[src/rtl/citadel_pkg.sv]
// Shared types and default timing constants for the input-path lockout policy.
package citadel_pkg;

  typedef enum logic [1:0] {
    IDLE    = 2'd0,
    LOCKED  = 2'd1,
    FLUSH   = 2'd2,
    BRICKED = 2'd3
  } sched_state_t;

  localparam int CLK_HZ           = 25_000_000;
  localparam int BASE_LOCKOUT_DEF = CLK_HZ;        // one second of lockout
  localparam int MAX_SHIFT_DEF    = 3;
  localparam int DECAY_CYCLES_DEF = 10 * CLK_HZ;
  localparam int MAX_STRIKES_DEF  = 7;
  localparam int CNT_W_DEF        = 28;

  localparam int STRIKE_W = 3;
  localparam int DATA_W   = 8;

endpackage

[src/rtl/lockout_timer.sv]
// Loadable down-counter; parks at zero and flags the final count of a lockout.
module lockout_timer #(
  parameter int CNT_W = 28
) (
  input  logic             clk,
  input  logic             rst_n,
  input  logic             load,
  input  logic [CNT_W-1:0] load_val,
  output logic             done
);

  logic [CNT_W-1:0] count;

  always_ff @(posedge clk or negedge rst_n) begin
    if (!rst_n) begin
      count <= '0;
    end else if (load) begin
      count <= load_val;
    end else if (count != '0) begin
      count <= count - 1'b1;
    end
  end

  // A load of N yields exactly N cycles before the owner leaves on done.
  assign done = (count == CNT_W'(1));

endmodule

[src/rtl/lockout_scheduler.sv]
// Attack-response policy: exponential back-off lockouts, strike decay, flush on release, and a permanent brick.
import citadel_pkg::*;

module lockout_scheduler #(
  parameter int BASE_LOCKOUT = BASE_LOCKOUT_DEF,
  parameter int MAX_SHIFT    = MAX_SHIFT_DEF,
  parameter int DECAY_CYCLES = DECAY_CYCLES_DEF,
  parameter int MAX_STRIKES  = MAX_STRIKES_DEF,
  parameter int CNT_W        = CNT_W_DEF
) (
  input  logic                clk,
  input  logic                rst_n,
  input  logic                attack_i,
  input  logic [DATA_W-1:0]   data_i,
  output logic [DATA_W-1:0]   data_o,
  output logic                hold_o,
  output logic                flush_o,
  output logic                locked_o,
  output logic                brick_o,
  output logic [STRIKE_W-1:0] strikes_o
);

  localparam longint CNT_LIMIT = longint'(1) << CNT_W;
  localparam longint LONGEST   = longint'(BASE_LOCKOUT) << MAX_SHIFT;

  generate
    if (LONGEST >= CNT_LIMIT || longint'(DECAY_CYCLES) >= CNT_LIMIT) begin : g_cnt_w_check
      $error("lockout_scheduler: CNT_W too narrow for longest lockout or decay period");
    end
    if (MAX_STRIKES < 2 || MAX_STRIKES > 7) begin : g_strikes_check
      $error("lockout_scheduler: MAX_STRIKES must be within 2..7");
    end
  endgenerate

  localparam logic [STRIKE_W-1:0] SHIFT_CAP   = STRIKE_W'(MAX_SHIFT);
  localparam logic [STRIKE_W:0]   STRIKE_CAP  = (STRIKE_W+1)'(MAX_STRIKES);
  localparam logic [CNT_W-1:0]    DECAY_LAST  = CNT_W'(DECAY_CYCLES - 1);
  localparam logic [CNT_W-1:0]    BASE_CNT    = CNT_W'(BASE_LOCKOUT);

  sched_state_t          state, state_nxt;
  logic [STRIKE_W-1:0]   strikes, strikes_nxt;
  logic [CNT_W-1:0]      decay, decay_nxt;
  logic [DATA_W-1:0]     data_nxt;
  logic [STRIKE_W:0]     strikes_inc;
  logic [STRIKE_W-1:0]   shift_amt;
  logic [CNT_W-1:0]      lockout_len;
  logic                  timer_load;
  logic                  timer_done;

  assign strikes_inc = {1'b0, strikes} + 1'b1;
  assign shift_amt   = (strikes > SHIFT_CAP) ? SHIFT_CAP : strikes;
  assign lockout_len = BASE_CNT << shift_amt;

  lockout_timer #(
    .CNT_W (CNT_W)
  ) u_timer (
    .clk      (clk),
    .rst_n    (rst_n),
    .load     (timer_load),
    .load_val (lockout_len),
    .done     (timer_done)
  );

  always_comb begin
    state_nxt   = state;
    strikes_nxt = strikes;
    decay_nxt   = decay;
    data_nxt    = data_o;
    timer_load  = 1'b0;
    case (state)
      IDLE: begin
        if (attack_i) begin
          // An attack pre-empts any forgiveness due on the same cycle.
          decay_nxt = '0;
          if (strikes_inc >= STRIKE_CAP) begin
            strikes_nxt = STRIKE_CAP[STRIKE_W-1:0];
            state_nxt   = BRICKED;
            data_nxt    = '0;
          end else begin
            strikes_nxt = strikes_inc[STRIKE_W-1:0];
            timer_load  = 1'b1;
            state_nxt   = LOCKED;
          end
        end else begin
          data_nxt = data_i;
          if (strikes == '0) begin
            decay_nxt = '0;
          end else if (decay == DECAY_LAST) begin
            strikes_nxt = strikes - 1'b1;
            decay_nxt   = '0;
          end else begin
            decay_nxt = decay + 1'b1;
          end
        end
      end
      LOCKED: begin
        if (timer_done) begin
          state_nxt = FLUSH;
        end
      end
      FLUSH: begin
        state_nxt = IDLE;
        decay_nxt = '0;
      end
      BRICKED: begin
        data_nxt = '0;
      end
      default: begin
        state_nxt = IDLE;
      end
    endcase
  end

  // Status outputs are registered from the next state so they line up with it.
  always_ff @(posedge clk or negedge rst_n) begin
    if (!rst_n) begin
      state    <= IDLE;
      strikes  <= '0;
      decay    <= '0;
      data_o   <= '0;
      hold_o   <= 1'b0;
      flush_o  <= 1'b0;
      locked_o <= 1'b0;
      brick_o  <= 1'b0;
    end else begin
      state    <= state_nxt;
      strikes  <= strikes_nxt;
      decay    <= decay_nxt;
      data_o   <= data_nxt;
      hold_o   <= (state_nxt != IDLE);
      flush_o  <= (state_nxt == FLUSH);
      locked_o <= (state_nxt != IDLE);
      brick_o  <= (state_nxt == BRICKED);
    end
  end

  assign strikes_o = strikes;

endmodule

[config.mk]
export PLATFORM = sky130hd
export DESIGN_NAME = lockout_scheduler
export DESIGN_NICKNAME = d
export VERILOG_FILES = /design/src/rtl/citadel_pkg.sv /design/src/rtl/lockout_timer.sv /design/src/rtl/lockout_scheduler.sv
export SDC_FILE = /design/constraint.sdc
export NUM_CORES = 1
export LEC_CHECK = 0
export BUFFER_PORTS_ARGS = -buffer_cell sky130_fd_sc_hd__buf_2
export CAP_MARGIN = 20
export CORE_ASPECT_RATIO = 1.1
export CORE_MARGIN = 1
export CORE_UTILIZATION = 65
export CTS_CLUSTER_DIAMETER = 60
export DETAILED_ROUTE_END_ITERATION = 8
export MAX_ROUTING_LAYER = met4
export PLACE_DENSITY = 0.89
export SKIP_CTS_REPAIR_TIMING = 1
export SLEW_MARGIN = 40
export SYNTH_ARGS = -nofsm -noshare
export SYNTH_HDL_FRONTEND = slang
export SYNTH_SLANG_ARGS = --single-unit
export TNS_END_PERCENT = 100
[constraint.sdc]
create_clock -name clk -period 6.1 [get_ports clk]
set_clock_uncertainty 0.2 [all_clocks]
set_input_delay 0.305 -clock clk [delete_from_list [all_inputs] [get_ports clk]]
set_output_delay 0.305 -clock clk [all_outputs]
set_load 0.05 [all_outputs]
# == Word-level counts from Yosys, hierarchy flattened ==
# Cells that the tools add are included.
# totals
output_inout_bits,15
word_cells,55
inputBits,11
regBits,72
# classes
n_eq_ne,9
n_shift,1
addsub,4
reduce_logical,10
order_cmp,2
n_mux,21
# op_table
op,n
$mux 28,5
$pmux 28 s2,1
$add 28x1->28 const B,1
$eq 28x1->1 const B,1
$eq 28x28->1 const B,1
$reduce_bool 28->1,1
$shl 25x3->28 const A,1
$sub 28x1->28 const B,1
$mux 8,2
$pmux 8 s2,1
$mux 3,5
$reduce_bool 2->1,5
$eq 2x2->1 const B,4
$mux 2,3
$pmux 2 s3,1
$add 3x1->4 const B,1
$ge 4x3->1 const B,1
$gt 3x2->1 const B,1
$logic_not 3->1,1
$mux 1,3
$ne 3x3->1 const B,1
$reduce_and 3->1,1
$sub 3x1->3 const B,1
$eq 2x1->1 const B,1
3 further kinds,3

# == Logic depth before layout (Yosys ltp) ==
# Gate-level depths: netlist of run 1.
# logic_depth
depth_word,6
ltp_mapped,10
ltp_nobuf,7

# == By module ==
# A second synthesis of run 1 with hierarchy kept.
# unflattened
cells_unflattened,465
area_unflattened_um2,4280.4
# by_module_without_submodules
module,seq_area_each_um2,area_each_um2,cells_per_inst,n_inst
lockout_scheduler,1101.1,2533.7,282,1
lockout_timer,700.7,1746.7,183,1

# == Least setup slack after synthesis of run 1 ==
# OpenSTA, ideal clock, no wires.
# synth_timing
path_kind,register to register
from,"register strikes[0], in the netlist strikes_o[0]"
to,register decay[12]
slack_ps,3424
arrival_time_ps,2394
synth_period_minus_slack_ps,2676
required_ps,5818
path_buffers,3
setup_ps,82
stages_incl_launch_ff,11
path_cell_list,dfrtp_1 clkbuf_1 inv_1 ha_1 nand2b_1 nand2_1 o21ba_2 clkbuf_1 clkbuf_1 o21ai_0 a31oi_1
# synth_between
elab_chain_len,4
# synth_rtl
element,line,source
start: declaration,lockout_scheduler.sv:41,"logic [STRIKE_W-1:0] strikes, strikes_nxt;"
start signal: assignment,lockout_scheduler.sv:127,strikes <= strikes_nxt;
$logic_not 3->1,lockout_scheduler.sv:86,if (strikes == '0) begin
$mux 28,lockout_scheduler.sv:86,
$mux 28,lockout_scheduler.sv:72,if (attack_i) begin
$pmux 28 s2,lockout_scheduler.sv:70,case (state)
end signal: assignment,lockout_scheduler.sv:128,decay <= decay_nxt;
end: declaration,lockout_scheduler.sv:42,"logic [CNT_W-1:0] decay, decay_nxt;"
# No other way between the ends.
# A chain may end at the register's enable or synchronous reset.

# == Worst setup path in the final report of run 1 ==
# layout_timing
from,register state[0]
to,register decay[12]
# layout_between
elab_chain_len,2
elab_cells_between_ends,4
cone_classes,eq/ne (1); mux (1); reduce/logical (2)
# layout_rtl
element,line,source
start: declaration,lockout_scheduler.sv:40,"sched_state_t state, state_nxt;"
start signal: assignment,lockout_scheduler.sv:126,state <= state_nxt;
$eq 2x2->1 / $logic_not 2->1 (equally long branches),lockout_scheduler.sv:70,
$pmux 28 s2 / $reduce_bool 2->1 (equally long branches),n/a,
# Several ways; a longest one is shown, not always the timed one.

==> flow_summary.json, run 1 <==
{
  "clock_power_share": 0.339,
  "insertion_delay_ns": 0.39,
  "ys_types": 53,
  "max_freq_mhz": 325.0,
  "hpwl_microns": 6652,
  "maxSlewViolCount": 0,
  "yosysTopAreaCell": "dfrtp_1",
  "clock-sinks": 72,
  "r2r_cells": 5,
  "core_area_sq_um": 5914,
  "worst_slew_pin_slew_ns": 0.8671,
  "num_vias": 3832,
  "ant_nets": 0,
  "relSlewSlack": 0.4219,
  "hold_end": "data_o[0]$_DFFE_PN0P_",
  "areaGrowthSynthToFinish_pct": 12.50,
  "r2r-start": "state[0]$_DFF_PN0_",
  "clk_pin_slew_ns": 0.10,
  "start_util": 0.6869,
  "period_needed_ns": 3.077,
  "multi_input_area_sq_um": 2118,
  "crit_path_max_fanout": 33,
  "async_flop_share": 1.000,
  "ios": 26,
  "regToRegSetupSlack_ns": 3.02,
  "portBuffers": 25,
  "rsz0062_at_grt": "no",
  "finalCritPeriodShare": 0.5044,
  "cp-end-kind": "flop",
  "start_kind": "flop",
  "synth_edf_count": 0,
  "worst_hold_slack_ns": -0.02488,
  "grt_antenna_before_repair": 0,
  "fillers": 370,
  "die_h_microns": 84.92,
  "hold_class": "in2reg",
  "status": "complete, but fails checks",
  "place_ws_ns": 3.138,
  "grt_usage": 0.3330,
  "finalHoldViolations": 1,
  "p_total_uw": 1447,
  "via_per_inst": 6.819,
  "cts_tree": "yes",
  "dieArea_sq_um": 6571,
  "cts_inserted_buffers": 9,
  "die_width_microns": 77.38,
  "internal-power_uw": 943.7,
  "yosys_warnings": 0,
  "p_seq_frac": 0.457,
  "ys_ff_latch": 72,
  "place.gp.congestion": 0.8615,
  "placed_cell_area_sq_um": 4218,
  "powerDensity_nw_per_um2": 316.6,
  "grt-ovfl-total": 0,
  "rr_endpoint": "decay[12]$_DFFE_PN0P_",
  "yosysTopAreaCellShare": 0.4435,
  "worst-setup-path-type": "reg2reg",
  "synth_area_leaders": "dfrtp_1 44%, o21ai_0 4.7%, nand2_1 3.6%, a21oi_1 3.1%, nor3_1 3.0%",
  "comb_power_share": 0.204,
  "wl_per_cell_microns": 18.83,
  "grt_max_degree": 73,
  "antennaDiodeCount": 0,
  "fin_ws_ns": 3.023,
  "drc": 0,
  "seq_area_frac_synth": 0.4435,
  "netlist_instances": 456,
  "syn_area_sq_um": 4063,
  "grt_pass1_wl_microns": 16570,
  "syn_nets": 476,
  "min-delay-start": "data_i[0]",
  "power.switching_uw": 503.3,
  "leakagePower_uw": 0.001842,
  "critPathArrivalTime_ns": 3.16,
  "cts_buffer_depth": 2,
  "seq_area_sq_um": 1802,
  "setup_violations": 0,
  "row_count": 29,
  "ir_drop_v": 0.0002127,
  "drt-initial-drc-count": 491,
  "violations": "negative hold slack",
  "hold_path_depth": 2,
  "fin_area_sq_um": 4571,
  "wl_microns": 10580,
  "fin_nets": 500,
  "firstDrtPassIters": 6,
  "synthFlopType": "dfrtp_1",
  "htree_levels": 3,
  "finalSetupTns_ns": 0,
  "critPathRequiredTime_ns": 6.18,
  "drv_cap": 0,
  "ctsRootBufferMaster": "clkbuf_8",
  "layout-drive-gt1-share": 0.1113,
  "swShare": 0.3478,
  "avgSynthCellArea_sq_um": 8.909,
  "first_global_vias": 3428
}
## critical path: stages (launching register included)
cell and delay (ns):
dfrtp_1 0.71, nor3_2 0.72, nand2_1 0.22, o21ba_2 0.72, o21ai_0 0.18, a31oi_1 0.23
## cells in the final DEF (no fill, tap or decap), types with 11 or more instances in the layout
master,synthesis,final
nand4_1,18,18
nor4_1,13,11
a31oi_1,18,18
or4_1,11,11
a21oi_1,25,25
buf_2,3,25
nand2_1,39,39
dfrtp_1,72,72
o21ai_0,38,38
nand3_1,12,12
nor2_1,28,28
or3_1,15,15
inv_1,19,19
nor3_1,24,24
a22o_1,12,12
## metrics by stage
stage	util	cells	hold slack [ns]
finish	0.7728	562	-0.02488
global route	0.7728	562	-0.01591
CTS	0.7557	554	-0.1277
detailed placement	0.7131	538	0.2505
global placement	0.7119	538	0.2789
floorplan	-	456	-0.1906
## Yosys cell counts, drive strengths merged, types with 4 or more instances
library cell / instances
nand2b: 4
nor3: 25
or4: 12
or3: 15
nor4: 14
dfrtp: 72
a22o: 12
o22ai: 5
o211ai: 6
nand3: 12
inv: 19
a21oi: 25
nor2: 28
a21o: 4
buf: 4
and2: 4
nand2: 39
o21ai: 38
a31oi: 18
nand4: 18
xor2: 8
ha: 9
xnor2: 9
clkbuf: 19
## state kept, by name (all words and copies together) (netlist names)
| register | cells |
|---|---|
| brick_o | 1 |
| data_o | 8 |
| decay | 28 |
| flush_o | 1 |
| locked_o | 1 |
| state | 2 |
| strikes_o | 3 |
| u_timer.count | 28 |
## worst max path at each step
stage,depth (start not counted),slack [ns],from,to
final,5,3.02,state[0]$_DFF_PN0_,decay[12]$_DFFE_PN0P_
after global routing,5,2.86,state[0]$_DFF_PN0_,decay[24]$_DFFE_PN0P_
after CTS,5,3.11,state[0]$_DFF_PN0_,decay[5]$_DFFE_PN0P_
after detailed placement,5,3.14,state[0]$_DFF_PN0_,decay[5]$_DFFE_PN0P_
after global placement,6,3.15,decay[0]$_DFFE_PN0P_,decay[7]$_DFFE_PN0P_
after floorplan,10,3.42,strikes_o[0]$_DFFE_PN0P_,decay[12]$_DFFE_PN0P_
## layer usage
metal	global-route usage	vias up	share of wire
met5	-	-	0
met2	0.5245	211	0.49
li1	-	1746	-
met3	0.06452	53	0.075
met1	0.4263	1822	0.40
met4	0.1269	0	0.036
## power groups by stage
stage                     logic, uW  clock network [uW]  registers, uW
after floorplan                 217                   0            644
after global placement          269                   0            657
after detailed placement        281                   0            660
after CTS                       283                 480            653
after global routing            326                 509            676
final                           295                 490            662
## cell type report
cell class              instances  area share
multi-input cells             342      0.4635
flip-flops and latches         72      0.3942
repair buffers                 36     0.05064
clock inverters                 7     0.02792
clock buffers                   9     0.02710
well taps                      77     0.02108
inverters                      19     0.01560
## kinds of logic (layout without fill, tap and decap cells)
group           Yosys count  after routing  share of synthesized area
simple gates            189            189                     0.2535
compound gates          124            124                     0.1894
flops                    72             72                     0.4435
buf+inv                  42             71                    0.04127
xor+xnor                 17             17                    0.03665
fa+ha+maj                 9              9                    0.02772
mux                       3              3                   0.008007
Power figures use the tool's default switching activity.
==> run 2: changes to the inputs <==
- CORE_UTILIZATION: 65 -> 61
- PLACE_DENSITY: 0.89 -> 0.84
- clock period: 6.1 -> 3.1 ns (I/O delays scaled with it)
==> run 2 against run 1 <==
The run now ends clean. Flip-flop and latch count is the same. Clock power rose by 77%. Sequential power grew 96%. Global-route usage fell by 0.89 points. Non-clock buffer count is 11 higher.
==> flow_summary.json, run 2 (synthesized netlist as in run 1, its figures left out) <==
{
  "ant_nets": 0,
  "ios": 26,
  "final_common_cell": "dfrtp_1",
  "grt_antenna_before_repair": 0,
  "grt_pass1_wl_microns": 16760,
  "worst_slew_pin_slew_ns": 0.6715,
  "ctsRootBufferMaster": "clkbuf_8",
  "cts_inserted_buffers": 9,
  "drt-initial-drc-count": 512,
  "clock-sinks": 72,
  "final_cells": 576,
  "drc": 0,
  "core_area_sq_um": 6306,
  "areaGrowthSynthToFinish_pct": 13.46,
  "cts_buffer_depth": 2,
  "r2r-start": "u_timer.count[2]$_DFFE_PN0P_",
  "dieArea_sq_um": 6991,
  "critPathArrivalTime_ns": 2.85,
  "firstDrtPassIters": 5,
  "row_count": 30,
  "fin_nets": 511,
  "htree_levels": 3,
  "min-delay-start": "attack_i",
  "portBuffers": 25,
  "layout-drive-gt1-share": 0.1230,
  "die_width_microns": 79.81,
  "p_total_uw": 2750,
  "insertion_delay_ns": 0.36,
  "start_kind": "flop",
  "wl_per_cell_microns": 18.43,
  "hpwl_microns": 6786,
  "grt_max_degree": 73,
  "antennaDiodeCount": 0,
  "finalCritPeriodShare": 0.8926,
  "leakagePower_uw": 0.001876,
  "maxSlewViolCount": 0,
  "clk_pin_slew_ns": 0.09,
  "status": "completed",
  "drv_cap": 0,
  "critPathRequiredTime_ns": 3.18,
  "worst-setup-path-type": "reg2reg",
  "setup_violations": 0,
  "crit_path_max_fanout": 7,
  "max_freq_mhz": 361.4,
  "hold_class": "in2reg",
  "die_h_microns": 87.59,
  "relSlewSlack": 0.5482,
  "finalHoldViolations": 0,
  "start_util": 0.6442,
  "ir_drop_v": 0.0004359,
  "final_cell_mix": "72 x dfrtp_1, 39 x nand2_1, 38 x o21ai_0, 28 x nor2_1",
  "fillers": 456,
  "rsz0062_at_grt": "no",
  "grt-ovfl-total": 0,
  "place.gp.congestion": 1.002,
  "wl_microns": 10620,
  "dpl.cell_count": 551,
  "post-route-util": 0.7310,
  "period_needed_ns": 2.767,
  "powerDensity_nw_per_um2": 596.6,
  "via_per_inst": 6.703,
  "grt_usage": 0.3241,
  "first_global_vias": 3468,
  "finalSetupTns_ns": 0,
  "cts_tree": "yes",
  "num_vias": 3861,
  "reg_top3": "decay x28, u_timer.count x28, data_o x8",
  "startpoint": "u_timer.count[2]$_DFFE_PN0P_",
  "cp-end-kind": "flop"
}
[run 2: worst max-delay path, cell delays in order (launching register included)]
cell and delay [ns]:
dfrtp_1 0.45, or4_4 0.55, or4b_1 0.57, or4_1 0.44, or3_1 0.32, a31oi_1 0.16
[run 2: layout make-up]
| type | instances | area (sq um) | share of cell area |
|---|---|---|---|
| clock buffer | 9 | 123.9 | 0.02687 |
| clock inverter | 7 | 102.6 | 0.02226 |
| inverter | 19 | 71.32 | 0.01547 |
| multi-input combinational | 342 | 2093 | 0.4541 |
| sequential | 72 | 1802 | 0.3909 |
| tap | 80 | 100.1 | 0.02172 |
| timing repair buffer | 47 | 316.6 | 0.06868 |
[run 2: metal layers]
metal	share of wire	track usage
met2	0.48	0.5019
met3	0.062	0.04792
met4	0.034	0.1640
met1	0.42	0.4154
met5	0	-
[run 2: worst paths after layout]
path	end	slack (ns)	cells past startpoint
min in group asynchronous	decay[15]$_DFFE_PN0P_	0.22	3
min	brick_o$_DFF_PN0_	0.01	3
max reg2reg	u_timer.count[14]$_DFFE_PN0P_	0.33	5
min reg2reg	data_o[3]$_DFFE_PN0P_	0.31	1
max in group asynchronous	u_timer.count[5]$_DFFE_PN0P_	2.00	3
max	u_timer.count[14]$_DFFE_PN0P_	0.33	5
[run 2: through the flow]
step / setup WS [ns] / hold WS (ns) / area (sq um)
floorplan: 0.4244 / -0.3406 / 4063
global placement: 0.4061 / 0.1780 / 4289
detailed placement: 0.3465 / 0.1096 / 4293
CTS: 0.3447 / -0.2833 / 4519
global route: 0.2606 / 0.006387 / 4609
finish: 0.3329 / 0.01493 / 4609
[run 2: where the power goes]
part / switching, uW / total, uW / internal [uW]
Sequential: 219 / 1300 / 1080
Clock: 406 / 869 / 463
Combinational: 347 / 583 / 236
Total: 971 / 2750 / 1780
